[src/rtl/rb_word_packer.sv]
`default_nettype none
// +--------------------------------------------------------------------------+
// | Module      : rb_word_packer                                             |
// | Description : Drains the ring_buffer entry stream and packs RATIO        |
// |               consecutive IN_W-bit entries into one wide output word.    |
// |               Partial words leave with a lane-keep mask on an explicit   |
// |               flush or, optionally, after an input-idle timeout.         |
// | Optional    : `define RB_PACK_TIMEOUT_EN enables the idle-timeout flush  |
// |               (counter absent when undefined).                           |
// | Ports       : clk, rst_n      - clock, async active-low reset            |
// |               in_data/valid   - entry from ring buffer                   |
// |               in_ready        - entry accepted this cycle (comb.)        |
// |               flush           - request to emit the partial word         |
// |               out_data/keep   - packed word, lane 0 = first entry        |
// |               out_valid/ready - output handshake                         |
// |               busy            - accumulator non-empty or flush pending   |
// | Revision    : 1.0 - initial release                                      |
// +--------------------------------------------------------------------------+
module rb_word_packer #(
  parameter int IN_W    = 8,
  parameter int RATIO   = 4,
  parameter int TIMEOUT = 16
) (
  input  logic                  clk,
  input  logic                  rst_n,
  input  logic [IN_W-1:0]       in_data,
  input  logic                  in_valid,
  output logic                  in_ready,
  input  logic                  flush,
  output logic [IN_W*RATIO-1:0] out_data,
  output logic [RATIO-1:0]      out_keep,
  output logic                  out_valid,
  input  logic                  out_ready,
  output logic                  busy
);

  localparam int c_cnt_w = $clog2(RATIO);
  // One extra bit so the lane count can express RATIO (a completed word).
  localparam int c_n_w   = c_cnt_w + 1;

  // Elaboration-time guard on the parameter ranges the datapath relies on.
  generate
    if (RATIO < 2 || (RATIO & (RATIO - 1)) != 0) begin : g_bad_ratio
      $error("rb_word_packer: RATIO must be a power of two >= 2");
    end
    if (TIMEOUT < 1) begin : g_bad_timeout
      $error("rb_word_packer: TIMEOUT must be >= 1");
    end
  endgenerate

  typedef enum logic [1:0] {
    S_IDLE       = 2'd0,
    S_FILL       = 2'd1,
    S_FLUSH_PEND = 2'd2
  } state_t;

  // ------------------------------------------------------------------------
  // State
  // ------------------------------------------------------------------------
  state_t                         r_state;
  logic [c_cnt_w-1:0]             r_acc_cnt;
  logic [RATIO-1:0][IN_W-1:0]     r_acc;
  logic [RATIO-1:0][IN_W-1:0]     r_out_data;
  logic [RATIO-1:0]               r_out_keep;
  logic                           r_out_valid;

  // ------------------------------------------------------------------------
  // Combinational control
  // ------------------------------------------------------------------------
  logic                           w_slot_free;
  logic                           w_final_lane;
  logic                           w_accept;
  logic                           w_timeout;
  logic                           w_flush_req;
  logic                           w_emit;
  logic [c_n_w-1:0]               w_lanes_next;
  logic [RATIO-1:0][IN_W-1:0]     w_acc_next;
  logic [RATIO-1:0][IN_W-1:0]     w_word_next;
  logic [RATIO-1:0]               w_keep_next;

  assign w_slot_free  = !r_out_valid || out_ready;
  assign w_final_lane = (r_acc_cnt == c_cnt_w'(RATIO - 1));

  // Only the final lane (which would load the output register) and a
  // pending flush ever hold off the producer.
  always_comb begin
    in_ready = 1'b1;
    if (r_state == S_FLUSH_PEND) begin
      in_ready = 1'b0;
    end else if (w_final_lane) begin
      in_ready = w_slot_free;
    end
  end

  assign w_accept = in_valid && in_ready;

  // A flush in IDLE only matters when it arrives together with an entry;
  // a flush in FLUSH_PEND is absorbed by the flush already pending.
  assign w_flush_req = (flush || w_timeout) &&
                       ((r_state == S_FILL) || ((r_state == S_IDLE) && w_accept));

  // Output register loads on: a completed word, a flush with the slot free,
  // or the release of a pending flush. A flush coinciding with the final
  // lane is covered by the completed-word term, so no empty word follows.
  always_comb begin
    w_emit = 1'b0;
    if (r_state == S_FLUSH_PEND) begin
      w_emit = w_slot_free;
    end else begin
      w_emit = (w_accept && w_final_lane) || (w_flush_req && w_slot_free);
    end
  end

  // Accumulator as it would look after this cycle's accepted entry, plus the
  // resulting lane count; both the full-word and partial-word paths use it.
  always_comb begin
    w_acc_next   = r_acc;
    w_lanes_next = {1'b0, r_acc_cnt};
    if (w_accept) begin
      w_acc_next[r_acc_cnt] = in_data;
      w_lanes_next          = {1'b0, r_acc_cnt} + c_n_w'(1);
    end
    for (int i = 0; i < RATIO; i++) begin
      w_keep_next[i] = (c_n_w'(i) < w_lanes_next);
      w_word_next[i] = w_keep_next[i] ? w_acc_next[i] : '0;
    end
  end

  // ------------------------------------------------------------------------
  // Main sequential block
  // ------------------------------------------------------------------------
  always_ff @(posedge clk or negedge rst_n) begin
    if (!rst_n) begin
      r_state     <= S_IDLE;
      r_acc_cnt   <= '0;
      r_acc       <= '0;
      r_out_data  <= '0;
      r_out_keep  <= '0;
      r_out_valid <= 1'b0;
    end else begin
      if (r_out_valid && out_ready) begin
        r_out_valid <= 1'b0;
      end

      if (w_emit) begin
        r_out_data  <= w_word_next;
        r_out_keep  <= w_keep_next;
        r_out_valid <= 1'b1;
        // Cleared so stale lanes never reach a later partial word.
        r_acc       <= '0;
        r_acc_cnt   <= '0;
        r_state     <= S_IDLE;
      end else if (w_accept) begin
        r_acc     <= w_acc_next;
        r_acc_cnt <= w_lanes_next[c_cnt_w-1:0];
        r_state   <= w_flush_req ? S_FLUSH_PEND : S_FILL;
      end else if (w_flush_req) begin
        // Flush with the output slot still occupied.
        r_state <= S_FLUSH_PEND;
      end
    end
  end

  // ------------------------------------------------------------------------
  // Optional idle-timeout flush
  // ------------------------------------------------------------------------
`ifdef RB_PACK_TIMEOUT_EN
  localparam int c_to_w = $clog2(TIMEOUT + 1);

  logic [c_to_w-1:0] r_to_cnt;

  // Counts idle FILL cycles, saturating at TIMEOUT; frozen while a flush is
  // pending and cleared once the accumulator empties.
  always_ff @(posedge clk or negedge rst_n) begin
    if (!rst_n) begin
      r_to_cnt <= '0;
    end else begin
      case (r_state)
        S_FILL: begin
          if (w_emit || w_accept) begin
            r_to_cnt <= '0;
          end else if (r_to_cnt != c_to_w'(TIMEOUT)) begin
            r_to_cnt <= r_to_cnt + c_to_w'(1);
          end
        end
        S_FLUSH_PEND: begin
          if (w_emit) begin
            r_to_cnt <= '0;
          end
        end
        default: begin
          r_to_cnt <= '0;
        end
      endcase
    end
  end

  assign w_timeout = (r_state == S_FILL) && (r_to_cnt == c_to_w'(TIMEOUT));
`else
  assign w_timeout = 1'b0;
`endif

  // ------------------------------------------------------------------------
  // Outputs
  // ------------------------------------------------------------------------
  assign out_data  = r_out_data;
  assign out_keep  = r_out_keep;
  assign out_valid = r_out_valid;
  assign busy      = (r_state != S_IDLE);

endmodule
`default_nettype wire

[config.mk]
export PLATFORM = sky130hd
export DESIGN_NAME = rb_word_packer
export DESIGN_NICKNAME = d
export VERILOG_FILES = /design/src/rtl/rb_word_packer.sv
export SDC_FILE = /design/constraint.sdc
export NUM_CORES = 1
export LEC_CHECK = 0
export CORE_UTILIZATION = 35
export DETAILED_ROUTE_END_ITERATION = 16
export DONT_BUFFER_PORTS = 1
export PLACE_DENSITY = 0.6
export SYNTH_ARGS = -nofsm -noshare
export SYNTH_HDL_FRONTEND = slang
export SYNTH_SLANG_ARGS = --single-unit
[constraint.sdc]
create_clock -name clk -period 1.9 [get_ports clk]
set_clock_uncertainty 0.1 [all_clocks]
set_input_delay 0.38 -clock clk [delete_from_list [all_inputs] [get_ports clk]]
set_output_delay 0.38 -clock clk [all_outputs]
set_load 0.01 [all_outputs]
==> results.sh, run 1 <==
export IMPL_holdWs_ps=-377
export IMPL_hold_violations=65
export IMPL_cp_arrival_ps=2050
export IMPL_cts_num_sinks=65
export IMPL_cts_tree="done"
export IMPL_grt_pass1_wl_um=11400
export IMPL_multiInputGateArea_um2=1340
export IMPL_synth_cell_area_um2=2820
export IMPL_htreeDepth=3
export IMPL_dr_first_iter_drc_count=174
export IMPL_cp_top_family="compound AO/OA/AOI/OAI gates"
export IMPL_core_area_um2=7770
export IMPL_synth_edf_count=0
export IMPL_ios=52
export IMPL_cp_cell_sequence="ha_4, nand3b_1, nand3_4, a2111o_1, buf_12, o2bb2ai_4"
export IMPL_rows=32
export IMPL_status="finished, violations left"
export IMPL_crit_fanout=8
export IMPL_grt_max_degree=66
export IMPL_placed_area_um2=3050
export IMPL_irDropWorstVdd_uv=562
export IMPL_cts_made_buffers=9
export IMPL_clk_pin_slew_ps=70
export IMPL_grt_antenna_before_repair=0
export IMPL_cp_start_kind="flop"
export IMPL_maxCapViolations=0
export IMPL_crit_cells=6
export IMPL_track_usage_pct=18.4
export IMPL_path_buf_inv=1
export IMPL_reg2reg_to="out_data[14]$_DFFE_PN0P_"
export IMPL_route_detailed_drc=0
export IMPL_port_buffers=0
export IMPL_crit_end="out_data[14]$_DFFE_PN0P_"
export IMPL_max_slew_worst_pin_slew_ps=381
export IMPL_dr_pass1_iters=4
export IMPL_die_h_um=91.7
export IMPL_ys_seq_area_share_pct=57.7
export IMPL_r2r_setup_slack_ps=20
export IMPL_wl_per_cell_um=18.9
export IMPL_cpPeakStageDelay_ps=480
export IMPL_fin_area_um2=3500
export IMPL_seq_area_um2=1630
export IMPL_final_max_slew_viol_count=0
export IMPL_n_antenna_cell=0
export IMPL_synth_flop_cell="dfrtp_1"
export IMPL_clockBufferDepth=2
export IMPL_initial_core_util_pct=36.3
export IMPL_synth_top_area_share_pct=57.7
export IMPL_setup_viol=0
export IMPL_cp_end_kind="flop"
export IMPL_max_clock_freq_mhz=533
export IMPL_ys_ff_latch=65
export IMPL_maxSlewHeadroom_pct=74.6
export IMPL_die_area_um2=8420
export IMPL_syn_inst=253
export IMPL_yosysUniqueCellTypes=34
export IMPL_synthTopCellsByArea="dfrtp_1, mux2i_1, o21ai_0"
export IMPL_grt_pass1_vias=2088
export IMPL_hpwl_um=4520
export IMPL_cp_slowest_cell="a2111o_1"
export IMPL_rsz0062_at_grt="yes"
export IMPL_vias=1956
export IMPL_leakagePower_nw=1.62
export IMPL_rr_worst_depth=6
export IMPL_critPathLaunch="r_acc_cnt[0]$_DFFE_PN0P_"
export IMPL_p_per_area_nw_per_um2=1570
export IMPL_min_period_ps=1880
export IMPL_yosysWarnings=0
export IMPL_power_mw=5.50
export IMPL_fp_dieW_um=91.7
export IMPL_violations="negative hold slack"
export IMPL_nFillCells=734
export IMPL_synthToLayoutAreaGrowth_pct=24.1
export IMPL_hold_class="in2async"
export IMPL_drt_total_wl_um=7060
export IMPL_gp_congestion=0.863
export IMPL_ctsRootBufferMaster="clkbuf_8"
export IMPL_antenna_left=0
export IMPL_netlist_top_cells_count="dfrtp_1, nor2_1, o21ai_0, mux2i_1, nand2_1"
export IMPL_criticalPathCategory="reg2reg"
export IMPL_nNetsFinal=285
export IMPL_grt_ovfl_total=0
export IMPL_syn_avg_cell_area_um2=11.1
export IMPL_yosysMostFrequentCell="dfrtp_1"
export IMPL_synth_largest_area_cell="dfrtp_1"
export IMPL_viasPerCell=5.24
export IMPL_synthArstFlopShare_pct=100
export IMPL_fin_crit_sh_pct=98.8
export IMPL_clk_latency_ps=340
export IMPL_r2r_start="r_acc_cnt[0]$_DFFE_PN0P_"
export IMPL_dp_cells=356
export IMPL_drive_above_1_share_pct=25.5
export IMPL_synth_fp_nets=270
export IMPL_fin_cells=373
export IMPL_cp_required_ps=2070
[how the worst min path moves through the flow]
stage,endpoint,depth (start not counted),start
after floorplan,out_data[0]$_DFFE_PN0P_,0,rst_n
after global placement,out_data[23]$_DFFE_PN0P_,0,rst_n
after detailed placement,out_data[23]$_DFFE_PN0P_,0,rst_n
after CTS,out_data[23]$_DFFE_PN0P_,0,rst_n
after global routing,out_data[23]$_DFFE_PN0P_,0,rst_n
final,out_data[23]$_DFFE_PN0P_,0,rst_n
[routing by layer]
layer  up-vias  routed length, um  global-route usage, %
li1        912                  -                      -
met5         -                  0                      0
met4         0                105                   8.20
met1       990               3250                   24.2
met2        42               3160                   26.4
met3        12                543                   7.88
[power by group]
part | internal (mW) | switching (mW)
Clock | 0.532 | 0.492
Combinational | 0.992 | 1.11
Sequential | 1.89 | 0.479
Total | 3.42 | 2.08
[flip-flops by register name, indices dropped and copies added, names as in the netlist]
register and cells:
out_data 32, out_keep 4, out_valid 1, r_acc 24, r_acc_cnt 2, r_state 2
[per-stage QoR]
stage | utilization, % | setup slack (ps) | TNS [ps]
2_1_floorplan | - | -4.21 | -33.7
3_3_place_gp | 39.3 | 21.5 | 0
3_5_place_dp | 39.3 | -12.4 | -12.8
4_1_cts | 41.8 | 12.5 | 0
5_1_grt | 45.0 | -62.2 | -494
6_report | 45.0 | 23.6 | 0
[worst reg2reg max path, cell delays in order (launching register included)]
cell	delay, ps
dfrtp_1	420
ha_4	190
nand3b_1	200
nand3_4	130
a2111o_1	480
buf_12	170
o2bb2ai_4	120
[layout make-up]
type	count	area share [%]
sequential	65	46.5
clock buffer	14	4.65
tap	102	3.65
timing repair buffer	23	6.72
multi-input combinational	166	38.2
inverter	3	0.322
[cells in the final DEF (no fill, tap or decap), drive strengths merged, types with 2 or more instances in the layout]
master   instances
dfrtp           65
nor2            30
o21ai           29
mux2i           25
nand2           23
buf             23
o31ai           16
clkbuf          14
o2bb2ai          9
nand2b           5
a21oi            4
ha               4
inv              3
and4             2
or2              2
nor2b            2
nand4            2
[cells by family (layout without fill, tap and decap cells)]
group                      count (synthesis)  count (layout)  synth area share, %
DFF                                       65              65                 57.7
buffers and inverters                     22              40                 3.91
AOI/OAI and AO/OA                         64              64                 15.0
xor gates and xnor gates                   1               1                0.311
muxes                                     26              26                 9.28
adders and majority gates                  4               4                 1.78
and+or+nand+nor                           71              71                 12.0
[repair_timing]
action / in CTS / in global routing
endpoints found under the setup margin: 13 / 26
pin swaps: 1 / 11
buffers inserted: 1 / 3
endpoints found under the hold margin: 65 / 65
gates resized for setup: 3 / 36
Power figures use the tool's default switching activity.
==> run 2, diff against run 1 <==
TNS_END_PERCENT = 50   (was unset)
==> results of run 2 <==
Final layout, timing and power as in run 1 (identical DEF).
